--- config.mk ---
export PLATFORM = sky130hd
export DESIGN_NAME = mux2_stream_arb
export DESIGN_NICKNAME = d
export VERILOG_FILES = /design/src/rtl/mux2_stream_arb.sv
export SDC_FILE = /design/constraint.sdc
export NUM_CORES = 1
export LEC_CHECK = 0
export CAP_MARGIN = 15
export CORE_UTILIZATION = 43
export CTS_CLUSTER_DIAMETER = 120
export CTS_CLUSTER_SIZE = 24
export DETAILED_ROUTE_END_ITERATION = 7
export PLACE_DENSITY_LB_ADDON = 0.08
export SLEW_MARGIN = 10
export SYNTH_ARGS = -nofsm -noshare
export SYNTH_HDL_FRONTEND = slang
export SYNTH_SLANG_ARGS = --single-unit
export TNS_END_PERCENT = 10
--- constraint.sdc ---
create_clock -name clk -period 1.7 [get_ports clk]
set_input_delay 0.34 -clock clk [delete_from_list [all_inputs] [get_ports clk]]
set_output_delay 0.34 -clock clk [all_outputs]
set_load 0.005 [all_outputs]
--- src/rtl/mux2_stream_arb.sv ---
// rtl/mux2_stream_arb.sv - round-robin burst-limited 2:1 stream arbiter with registered output stage
// Optional packet lock (grant held until last beat): define MUX2_STREAM_ARB_LOCK_EN.
module mux2_stream_arb #(
    parameter int WIDTH     = 8,
    parameter int MAX_BURST = 4
) (
    input  logic             clk,
    input  logic             rst,
    input  logic             x_valid,
    input  logic [WIDTH-1:0] x_data,
    output logic             x_ready,
    input  logic             y_valid,
    input  logic [WIDTH-1:0] y_data,
    output logic             y_ready,
    output logic             sel,
    output logic             z_valid,
    output logic [WIDTH-1:0] z_data,
    input  logic             z_ready
`ifdef MUX2_STREAM_ARB_LOCK_EN
    ,
    input  logic             x_last,
    input  logic             y_last,
    output logic             z_last
`endif
);

    typedef enum logic [1:0] {
        IDLE  = 2'd0,
        GNT_X = 2'd1,
        GNT_Y = 2'd2
    } state_t;

    localparam logic [7:0] BURST_LAST = 8'(MAX_BURST - 1);

    state_t     state, state_nxt;
    logic       sel_nxt;
    logic       last_grant, last_grant_nxt;
    logic [7:0] cnt, cnt_nxt;
    logic       space;
    logic       x_xfer, y_xfer;
    logic       x_burst_end, y_burst_end;
    logic       x_exit, y_exit;

    assign space   = !z_valid || z_ready;
    // Readies are held low during reset so no beat is lost to a discarded stage.
    assign x_ready = !rst && (state == GNT_X) && space;
    assign y_ready = !rst && (state == GNT_Y) && space;
    assign x_xfer  = x_valid && x_ready;
    assign y_xfer  = y_valid && y_ready;

`ifdef MUX2_STREAM_ARB_LOCK_EN
    // Packet lock: the burst counter stays parked at zero.
    assign x_burst_end = 1'b1;
    assign y_burst_end = 1'b1;
    assign x_exit      = x_xfer && x_last;
    assign y_exit      = y_xfer && y_last;
`else
    assign x_burst_end = x_xfer && (cnt == BURST_LAST);
    assign y_burst_end = y_xfer && (cnt == BURST_LAST);
    assign x_exit      = !x_valid || (x_burst_end && y_valid);
    assign y_exit      = !y_valid || (y_burst_end && x_valid);
`endif

    always_comb begin
        state_nxt      = state;
        sel_nxt        = sel;
        last_grant_nxt = last_grant;
        cnt_nxt        = cnt;
        case (state)
            IDLE: begin
                if (x_valid && (!y_valid || last_grant)) begin
                    state_nxt = GNT_X;
                    sel_nxt   = 1'b0;
                end else if (y_valid) begin
                    state_nxt = GNT_Y;
                    sel_nxt   = 1'b1;
                end
            end
            GNT_X: begin
                if (x_exit) begin
                    state_nxt      = y_valid ? GNT_Y : IDLE;
                    sel_nxt        = y_valid ? 1'b1 : sel;
                    cnt_nxt        = 8'd0;
                    last_grant_nxt = 1'b0;
                end else if (x_xfer) begin
                    cnt_nxt = x_burst_end ? 8'd0 : cnt + 8'd1;
                end
            end
            GNT_Y: begin
                if (y_exit) begin
                    state_nxt      = x_valid ? GNT_X : IDLE;
                    sel_nxt        = x_valid ? 1'b0 : sel;
                    cnt_nxt        = 8'd0;
                    last_grant_nxt = 1'b1;
                end else if (y_xfer) begin
                    cnt_nxt = y_burst_end ? 8'd0 : cnt + 8'd1;
                end
            end
            default: state_nxt = IDLE;
        endcase
    end

    always_ff @(posedge clk) begin
        if (rst) begin
            state      <= IDLE;
            sel        <= 1'b0;
            last_grant <= 1'b1;
            cnt        <= 8'd0;
        end else begin
            state      <= state_nxt;
            sel        <= sel_nxt;
            last_grant <= last_grant_nxt;
            cnt        <= cnt_nxt;
        end
    end

    always_ff @(posedge clk) begin
        if (rst) begin
            z_valid <= 1'b0;
            z_data  <= '0;
`ifdef MUX2_STREAM_ARB_LOCK_EN
            z_last  <= 1'b0;
`endif
        end else if (x_xfer) begin
            z_valid <= 1'b1;
            z_data  <= x_data;
`ifdef MUX2_STREAM_ARB_LOCK_EN
            z_last  <= x_last;
`endif
        end else if (y_xfer) begin
            z_valid <= 1'b1;
            z_data  <= y_data;
`ifdef MUX2_STREAM_ARB_LOCK_EN
            z_last  <= y_last;
`endif
        end else if (z_ready) begin
            z_valid <= 1'b0;
        end
    end

endmodule
==> metrics <==
Global Route Usage Sum=22.8%; critical path data required time=1.91 ns; post-synthesis sequential area ratio=34.8%; clock latency on the worst-skew pair=0.31 ns; standard-cell row count=18; synthesized instance count=139; top-level port count=33; flip-flop and latch count after synthesis=21; hold crit path type=register to register; total count of hold-check failures in the final report=0; final setup violation count=10; Non-Filler Instances=222; initial antenna violation count=0; H-tree lvl count=1; DP Cell Count=216; arrival time at the worst endpoint=2.01 ns; Max Root-Sink Buffers=2; clock skew after layout=0.0112 ns; Root Buffer=sky130_fd_sc_hd__clkbuf_4; final count of pins violating max slew=0; width of the chip=55.0 um; iteration-0 DRC count of the detailed router=23; met2 capacity usage during global routing=43.8%; proportion of netlist area held by the largest area contributor=34.8%; post-detailed-route count of antenna-violating nets=0; cell type contributing the most total cell area after synthesis=sky130_fd_sc_hd__dfxtp_1; number of buffers created by CTS=3; overall overflow remaining after global route=0; setup repair after global routing missed its margin=yes; number of detailed-route iterations in the first pass=4; most crowded layer after global routing=met2; failing checks=setup timing; synth warn=0; Floorplan Core Area=2570 um2; CTS tree=yes; depth of the worst hold-timing path=1; top cells by area, synth=sky130_fd_sc_hd__dfxtp_1 (35%), sky130_fd_sc_hd__mux2i_1 (6.6%), sky130_fd_sc_hd__ha_1 (5.2%); area added between synthesis and finish=51.3%; count of port buffers added during placement=32; number of nets in the synthesized netlist=165; number of enable flip-flop cells after synthesis=0; clock input transition at the sequential cells of the worst setup and hold paths=0.12 ns; Diodes inserted=0; number of inserted filler cells in the final layout=212; chip height=55.0 um; synthesized-area fraction occupied by adder cells=5.18%; slack of the critical path=-0.0989 ns; post-detailed-route wirelength per cell=13.9 um; sink count of the clock tree=21; met3 usage in global routing=7.92%; final WL=3090 um; PwrDens=719 nW/um2; HPWL Detailed=2280 um; met1 capacity usage during global routing=24.3%; startpoint-to-endpoint class of the critical path=register to register; depth of the most critical reg-to-reg path=6; Final Cycle Share=106%; number of global-route vias before repair=1,146; outcome=finished with violations; Max Fanout on Critical Path=6; total number of nets in the final design=219; wire length of the first global-routing pass=4940 um; crit end category=register; leakage power total=0.687 nW; most common library cells after synthesis=sky130_fd_sc_hd__dfxtp_1 (21), sky130_fd_sc_hd__nor2_1 (13), sky130_fd_sc_hd__nand2_1 (11); peak supply drop=709 uV; synthesized-area fraction occupied by xor and xnor cells=0%; maximum number of pins on one net before global-route repair=18; most common cell in the netlist=sky130_fd_sc_hd__dfxtp_1; dominant combinational cell family by area after synthesis=compound AO/OA/AOI/OAI gates; share of async-settable or async-resettable flops after synthesis=0%; Cell variety after synth=38; top flip-flop cell by instance count after synthesis=sky130_fd_sc_hd__dfxtp_1; utilization after layout=71.2%; fraction of layout cells with a size suffix above 1=28.6%; actual transition at the worst max-transition pin=0.309 ns; area enclosed by the die boundary=3030 um2; maximum achievable frequency=556 MHz; type of element launching the critical path=register; post-synthesis cell area=1210 um2; fraction of the mapped netlist area in compound gates=26.2%; Mean Syn Cell Area=8.70 um2; total via count in the routed design=1,227; mux contribution to synthesized area=6.63%; routed via count divided by cell count=5.53; placer's final routability congestion estimate=0.716; drt drc=0; shortest period the worst path allows=1.80 ns; remaining max-slew budget at the tightest pin=79.3%; initial core utilization=47.1%; post-synthesis simple-gate area fraction=22.7%; max-cap check violation count=0
## sequential cells by signal, indices dropped and copies added, names as in the netlist
register	count
z_data	8
last_grant	1
sel	1
state	2
cnt	8
z_valid	1
## worst max-delay path: stages, from the launching register on
cell and delay, ns:
sky130_fd_sc_hd__dfxtp_2 0.34, sky130_fd_sc_hd__or4_4 0.56, sky130_fd_sc_hd__o32ai_4 0.27, sky130_fd_sc_hd__a31oi_4 0.14
sky130_fd_sc_hd__buf_6 0.16, sky130_fd_sc_hd__a21oi_1 0.13, sky130_fd_sc_hd__o22ai_1 0.09
## final cells by class
class | count | area [um2] | area share (%)
Multi-Input combinational cell | 105 | 813 | 44.5
Timing Repair Buffer | 54 | 494 | 27.0
Sequential cell | 21 | 428 | 23.4
Tap cell | 30 | 37.5 | 2.05
Inverter | 8 | 30.0 | 1.64
Clock buffer | 4 | 26.3 | 1.44
## layer usage
metal  routed length [um]  share of wire [%]  up-vias
li1                     -                  -      616
met1                 1310                 42      581
met2                 1610                 52       27
met3                  160                5.2        3
met4                   10               0.32        0
met5                    0                  0        -
## layout by cell type (no fill, tap or decap), types with 3 or more instances in the layout
cell type,instances
sky130_fd_sc_hd__clkdlybuf4s50_1,28
sky130_fd_sc_hd__buf_4,20
sky130_fd_sc_hd__dfxtp_1,17
sky130_fd_sc_hd__nor2_1,13
sky130_fd_sc_hd__nand2_1,11
sky130_fd_sc_hd__nand3_1,10
sky130_fd_sc_hd__a21oi_1,8
sky130_fd_sc_hd__mux2i_1,8
sky130_fd_sc_hd__a211oi_1,8
sky130_fd_sc_hd__inv_1,7
sky130_fd_sc_hd__o311ai_1,5
sky130_fd_sc_hd__nand2b_1,3
sky130_fd_sc_hd__clkbuf_4,3
sky130_fd_sc_hd__dfxtp_2,3
## worst paths after layout
kind,startpoint,to,slack (ns)
worst min register to register,cnt[6],cnt[6],0.53
worst max register to register,cnt[4],cnt[2],-0.1
worst max-delay path,cnt[4],cnt[2],-0.1
worst min-delay path,cnt[6],cnt[6],0.53
## cells by family after synthesis
family,count (synthesis)
AO/OA/AOI/OAI,39
AND/OR/NAND/NOR,53
buffers and inverters,13
multiplexers,8
flip-flops,21
adder cells (fa/ha/maj),5
## timing repair
| item | 4_1_cts | 5_1_grt |
|---|---|---|
| pin swaps | 1 | 3 |
| hold buffers | 0 | 0 |
| endpoints found under the setup margin | 22 | 22 |
| gates cloned | 0 | 0 |
| resized for setup | 18 | 20 |
| setup buffers | 2 | 0 |
## power breakdown
| part | switching (W) | internal (W) | total (W) |
|---|---|---|---|
| Sequential | 0.0000267 | 0.000533 | 0.000560 |
| Clock | 0.000156 | 0.0000916 | 0.000248 |
| Combinational | 0.000228 | 0.000280 | 0.000508 |
| Total | 0.000411 | 0.000905 | 0.00132 |
## metrics by stage
step           TNS (ns)  hold WS, ns  instance area, um2  setup slack, ns  total power (W)
2_1_floorplan         0        0.449                1210         0.000696         0.000804
3_3_place_gp      -6.33        0.537                1710           -0.334         0.000995
3_5_place_dp      -7.20        0.546                1710           -0.389          0.00101
4_1_cts          -0.815        0.555                1790           -0.129          0.00128
5_1_grt           -1.20        0.549                1830           -0.158          0.00140
6_report         -0.416        0.529                1830          -0.0989          0.00132
No activity file was read; power rests on OpenSTA's default activity.
